`config.mk`:
```
export PLATFORM = sky130hd
export DESIGN_NAME = bp_be_issue_buffer
export DESIGN_NICKNAME = d
export VERILOG_FILES = /design/src/rtl/bp_be_issue_buffer.sv
export SDC_FILE = /design/constraint.sdc
export NUM_CORES = 1
export LEC_CHECK = 0
export ABC_AREA = 1
export BUFFER_PORTS_ARGS = -buffer_cell sky130_fd_sc_hd__clkbuf_2
export CAP_MARGIN = 5
export CORE_MARGIN = 5
export CORE_UTILIZATION = 40
export CTS_BUF_LIST = sky130_fd_sc_hd__clkbuf_4 sky130_fd_sc_hd__clkbuf_8 sky130_fd_sc_hd__clkbuf_16
export CTS_CLUSTER_SIZE = 40
export DETAILED_ROUTE_END_ITERATION = 16
export GPL_ROUTABILITY_DRIVEN = 1
export PLACE_DENSITY = 0.58
export SLEW_MARGIN = 25
export SYNTH_ARGS = -nofsm -noshare
export SYNTH_HDL_FRONTEND = slang
export SYNTH_SLANG_ARGS = --single-unit
```
`constraint.sdc`:
```
create_clock -name clk_i -period 11.2 [get_ports clk_i]
set_clock_uncertainty 0.2 [all_clocks]
set_input_delay 2.24 -clock clk_i [delete_from_list [all_inputs] [get_ports clk_i]]
set_output_delay 2.24 -clock clk_i [all_outputs]
set_load 0.01 [all_outputs]
```
`src/rtl/bp_be_issue_buffer.sv`:
```
// bp_be_issue_buffer: replayable circular buffer between the frontend queue and
// the backend dependency/hazard checker. Three pointers (write, issue, commit),
// each carrying an extra wrap bit, track the occupied, issued and uncommitted
// regions. A rollback rewinds the issue pointer to the oldest uncommitted entry.
// Optional build macro: BP_BE_ISSUE_BYPASS_EN -- when defined, an entry arriving
// at an empty issue point is presented on the issue port in the same cycle.
module bp_be_issue_buffer #(
   parameter int els_p         = 16,
   parameter int entry_width_p = 128,
   localparam int ptr_width_lp = $clog2(els_p)
) (
   input  logic                     clk_i,
   input  logic                     reset_i,
   input  logic                     enq_v_i,
   input  logic [entry_width_p-1:0] enq_data_i,
   output logic                     enq_ready_o,
   output logic                     issue_v_o,
   output logic [entry_width_p-1:0] issue_data_o,
   input  logic                     deq_yumi_i,
   input  logic                     cmt_v_i,
   input  logic                     roll_i,
   input  logic                     clr_i,
   output logic                     full_o,
   output logic                     empty_o
);

   localparam logic [ptr_width_lp:0] one_lp = (ptr_width_lp+1)'(1);

   logic [ptr_width_lp:0]      wptr_q, wptr_d;
   logic [ptr_width_lp:0]      rptr_q, rptr_d;
   logic [ptr_width_lp:0]      cptr_q, cptr_d;
   logic [ptr_width_lp:0]      cptr_inc;
   logic [entry_width_p-1:0]   mem_q [els_p];
   logic [ptr_width_lp-1:0]    widx, ridx, cidx;
   logic                       enq_fire;
   logic                       stored_v;

   assign widx = wptr_q[ptr_width_lp-1:0];
   assign ridx = rptr_q[ptr_width_lp-1:0];
   assign cidx = cptr_q[ptr_width_lp-1:0];

   // Occupancy is measured from the commit pointer: issued entries still hold space
   assign full_o      = (widx == cidx) && (wptr_q[ptr_width_lp] != cptr_q[ptr_width_lp]);
   assign empty_o     = (wptr_q == cptr_q);
   assign enq_ready_o = ~full_o & ~reset_i;
   assign enq_fire    = enq_v_i & enq_ready_o & ~clr_i;
   assign stored_v    = (rptr_q != wptr_q);

`ifdef BP_BE_ISSUE_BYPASS_EN
   logic bypass_v;

   // Forward an arriving entry straight to the checker when nothing older is pending
   assign bypass_v     = ~stored_v & enq_v_i & enq_ready_o;
   assign issue_v_o    = (stored_v | bypass_v) & ~roll_i & ~clr_i;
   assign issue_data_o = stored_v ? mem_q[ridx] : enq_data_i;
`else
   // Entries become visible one cycle after they are written
   assign issue_v_o    = stored_v & ~roll_i & ~clr_i;
   assign issue_data_o = mem_q[ridx];
`endif

   // Next-pointer computation: flush beats rollback beats dequeue
   always_comb begin
      cptr_inc = cmt_v_i ? (cptr_q + one_lp) : cptr_q;
      wptr_d   = enq_fire ? (wptr_q + one_lp) : wptr_q;
      cptr_d   = cptr_inc;
      rptr_d   = rptr_q;
      if (roll_i) begin
         rptr_d = cptr_inc;
      end else if (deq_yumi_i) begin
         rptr_d = rptr_q + one_lp;
      end
      if (clr_i) begin
         wptr_d = '0;
         rptr_d = '0;
         cptr_d = '0;
      end
   end

   // Pointer registers
   always_ff @(posedge clk_i) begin
      if (reset_i) begin
         wptr_q <= '0;
         rptr_q <= '0;
         cptr_q <= '0;
      end else begin
         wptr_q <= wptr_d;
         rptr_q <= rptr_d;
         cptr_q <= cptr_d;
      end
   end

   // Entry storage: synchronous write, contents deliberately left unreset
   always_ff @(posedge clk_i) begin
      if (enq_fire) begin
         mem_q[widx] <= enq_data_i;
      end
   end

   // Protocol checks: no commit past the issue point, no dispatch of an invalid head
   always_ff @(posedge clk_i) begin
      if (!reset_i && !clr_i) begin
         assert (!(cmt_v_i && (cptr_q == rptr_q)));
         assert (!(deq_yumi_i && !roll_i && !issue_v_o));
      end
   end

endmodule
```
Word level (Yosys, flattened, before mapping)
Memory sizes are Yosys's and may differ from the RTL's. A register that Yosys moved wholly into a read port is not among the register bits.
Cells that the tools add are included.

storage, ports and cells
  register bits after elaboration = 15
  RAM bits = 2048
  input bits = 135
  output and inout bits = 132
  logic and storage cells = 30
  memories kept = 1

memory list
  memory  depth  width  rd ports  clocked after Yosys merged registers in  write ports  line  source
  mem_q   16     128    1         1                                        1            33    logic [entry_width_p-1:0] mem_q [els_p];

cells by class
  $add $sub $neg = 3
  eq/ne operators = 4
  muxes and demuxes = 7
  bitwise gates (word level) = 9
  reductions and logical operators = 3

operators with widths
  kind                                          number
  adder 5 x 1 -> 5 bit (second input constant)  3
  two-way mux 5 bit                             3
  two-way mux 4 bit                             2
  bitwise AND 1 bit                             5
  == test 5 bit                                 1
  != test 5 bit                                 1
  == test 4 bit                                 1
  NOT 1 bit                                     4
  two-way mux 1 bit                             2
  nonzero test 2 bit                            1
  OR reduction 2 bit                            1
  logical AND 1 bit                             1
  != test 1 bit                                 1

Longest topological paths before layout
  depth in word-level cells = 8
  gate-level depth with buffers = 12
  depth with buffers taken out = 9

Worst setup path before layout
OpenSTA, ideal clock, no wires.

  kind = in2reg
  from = in clr_i
  to = mem mem_q[0][0], enable pin
  arrival time = 8.496 ns
  data required time = 10.384 ns
  setup slack = 1.887 ns
  cell stages on the path = 7
  buffers on the path = 0
  path through = nor2_1 > inv_2 > nor2_1 > nand2_1 > inv_2 > nand2_1 > nor2_1

between the ends
  cells in the longest elaborated chain, start to end = 4

RTL lines
  element                                  line  source
  start: declaration                       22    input logic clr_i,
  NOT 1 bit                                46    assign enq_fire = enq_v_i & enq_ready_o & ~clr_i;
  bitwise AND 1 bit                        46
  two-way mux 1 bit                        95    if (enq_fire) begin
  two-way mux 1 bit (implied by the code)  96    mem_q[widx] <= enq_data_i;
  end: declaration                         33

Every way passes these cells.

==> results.toml <==
[yosys]
synth_top_cell_by_area = "edfxtp_1"
async_reset_ff_share_pct = 0
synth-edff-count = 2048
ys_warn_count = 0
synth_top_area_share_pct = 75.7
synthFlopType = "edfxtp_1"
synth_cell_type_count = 29
synth.avg_cell_area_um2 = 13.1
postSynthCellCount = 6181
ys_top_cells_by_area = "edfxtp_1 (76%), nor2_1 (6.1%), o21ai_0 (5.7%), o211ai_1 (3.5%), nand2_1 (2.2%)"
netlist_top_cells_count = "edfxtp_1 (2048), nor2_1 (1324), o21ai_0 (918)"
synth_area_um2 = 81300
synth_nets = 6322
yosysMostFrequentCell = "edfxtp_1"
ys_ff_latch = 2067
ys_seq_area_share_pct = 76.2

[clock_network]
cts_resized = 0
cts_made_buffers = 210
clk_latency_ns = 0.84
cts_setup_buffers = 0
clockBufferDepth = 3
h-tree-depth = 4
cts.clk_slew.worst_paths_ns = 0.06
root_buffer = "clkbuf_16"
cts_tree = "done"
clock_sinks = 2067
cts_hold_buf = 0

[routing]
wl_per_cell_um = 24.1
drtIter0Drc = 4961
drtPass1Iterations = 6
drc = 0
ant_nets = 0
vias_per_cell = 5.48
drt-total-wl_um = 220000
vias = 50100

[sta]
worstMarginPinSlew_ns = 1.18
period_needed_ns = 7.56
finalCritPeriodShare_pct = 67.5
tns_ns = 0
relSlewSlack_pct = 21.5
rsz0062_at_grt = "false"
finalSetupViolCount = 0
final-hold-violation-count = 0
max_freq_mhz = 132
report.final.slew_viol_count = 0

[flow_run]
max_cap_viol_count = 0

[placement]
port_buffers = 266
dp_hpwl_um = 100000
routabilityCongestion = 0.739
dp.cells = 8764

[floorplan]
coreArea_um2 = 202000
fp.dieW_um = 461
pin_count = 267
dieHeight_um = 461
rows = 165
die_area_um2 = 212000
initial_core_util_pct = 40.2

[worst_setup_path]
worst_path_max_delay_cell = "dfxtp_4"
critPathKind = "reg -> out"
cp_num_buf_inv = 4
cpMostUsedCell = "nand2_1"
cp.required_ns = 8.76
crit_family = "buffers and inverters"
critPathMaxFanout = 97
max_stage_delay_ns = 0.89
start_kind = "register"
regToRegSetupSlack_ns = 7.07
cp.arrival_ns = 5.12
crit_path_cell_trace = "buf_4, buf_4, buf_4, o21ai_0, o22ai_1, nand2_1, nand2_1, nand2_1, nand2_1, clkbuf_2"
crit_path_end_kind = "output pin"

[global_route]
grt_pass1_vias = 48900
grt_antenna_before_repair = 42
grtUsageTotal_pct = 20.5
grt_max_degree = 339
grt-ovfl-total = 0
grt_pass1_wl_um = 326000

[final_layout]
finalNetCount = 6445
drive_gt1_share_pct = 10.7
layout.cells.non_filler = 9147
areaGrowthSynthToFinish_pct = 12.6

[power]
peakVddDrop_v = 0.000156
power.switching_mw = 3.45
netSwitchingFraction_pct = 21.6
combinationalPowerShare_pct = 4.4
intPower_mw = 12.5
power_frac_seq_pct = 53.4
clockPowerShare_pct = 42.3
p_per_area_nw_per_um2 = 175
p_leak_nw = 29.8

[hold_path]
worstHoldPathType = "reg -> reg"

[run_status]
status = "completed"
[worst min-delay path, cell delays in order, from the launching register on]
cell and delay, ns:
dfxtp_1 0.32, inv_1 0.06, a21oi_1 0.07
[cell families (layout without fill, tap and decap cells)]
kind of cell / count (synthesis) / in the layout / share of synthesized area, %
DFF: 2067 / 2067 / 76.2
and+or+nand+nor: 2005 / 2005 / 9.58
AOI/OAI and AO/OA: 1593 / 1593 / 11.2
buffers and inverters: 501 / 781 / 2.89
xor gates and xnor gates: 9 / 9 / 0.0970
adders and majority gates: 6 / 6 / 0.0924
other: 0 / 14 / 0
[cells in the final DEF (no fill, tap or decap), types with 60 or more instances in the layout]
master	Yosys	layout
o21ai_1	107	107
inv_1	71	68
clkbuf_2	0	266
o211ai_1	374	374
edfxtp_1	2048	2048
nand3_1	197	197
o22ai_1	138	138
o21ai_0	918	918
clkbuf_16	0	212
nand2_1	479	479
nor2_1	1324	1308
clkbuf_4	0	60
[per-layer routing]
| layer | wire length, um | global-route usage, % |
|---|---|---|
| met1 | 93700 | 27.3 |
| met2 | 107000 | 34.4 |
| met3 | 13700 | 3.53 |
| met4 | 5580 | 6.11 |
| met5 | 216 | 0 |
[path summary, 6_finish.rpt]
path                                        startpoint                       to  cells past startpoint
worst max-delay path                          register         issue_data_o[74]                     10
worst min-delay path              cptr_q[4]$_SDFF_PP0_     cptr_q[4]$_SDFF_PP0_                      2
worst max register to register  wptr_q[2]$_SDFFE_PP0P_  mem_q[0][106]$_DFFE_PP_                     11
worst min register to register    cptr_q[4]$_SDFF_PP0_     cptr_q[4]$_SDFF_PP0_                      2
[sequential cells by signal, summed over array words and instances (netlist names), named ones only]
name    flops
mem_q    2048
cptr_q      5
rptr_q      5
wptr_q      5
[per-stage QoR]
step / util, % / total power [mW] / hold slack [ns] / setup WS (ns) / cell area (um2)
after floorplan: - / 9.11 / 0.266 / 1.89 / 81300
after global placement: 42.0 / 9.39 / 0.293 / 4.55 / 84800
after detailed placement: 42.0 / 9.40 / 0.290 / 4.51 / 84800
after CTS: 45.2 / 16.1 / 0.299 / 3.55 / 91400
after global routing: 45.3 / 16.5 / 0.331 / 3.29 / 91500
final: 45.3 / 16.0 / 0.304 / 3.64 / 91500
[layout make-up]
cell class                      count  area [um2]
Clock buffer                      272        5760
Antenna cell                       14        35.0
Inverter                           74         332
Clock inverter                     97         847
Tap cell                         2672        3340
Sequential cell                  2067       61900
Multi-Input combinational cell   3613       17100
Fill cell                       18000      111000
Timing Repair Buffer              338        2120
[power by group through the flow]
stage | combinational [mW] | clock (mW) | sequential, mW
6_report | 0.699 | 6.76 | 8.53
4_1_cts | 0.708 | 6.90 | 8.53
5_1_grt | 0.784 | 7.23 | 8.53
3_3_place_gp | 0.695 | 0 | 8.70
2_1_floorplan | 0.417 | 0 | 8.70
3_5_place_dp | 0.706 | 0 | 8.70
Power figures use the tool's default switching activity.
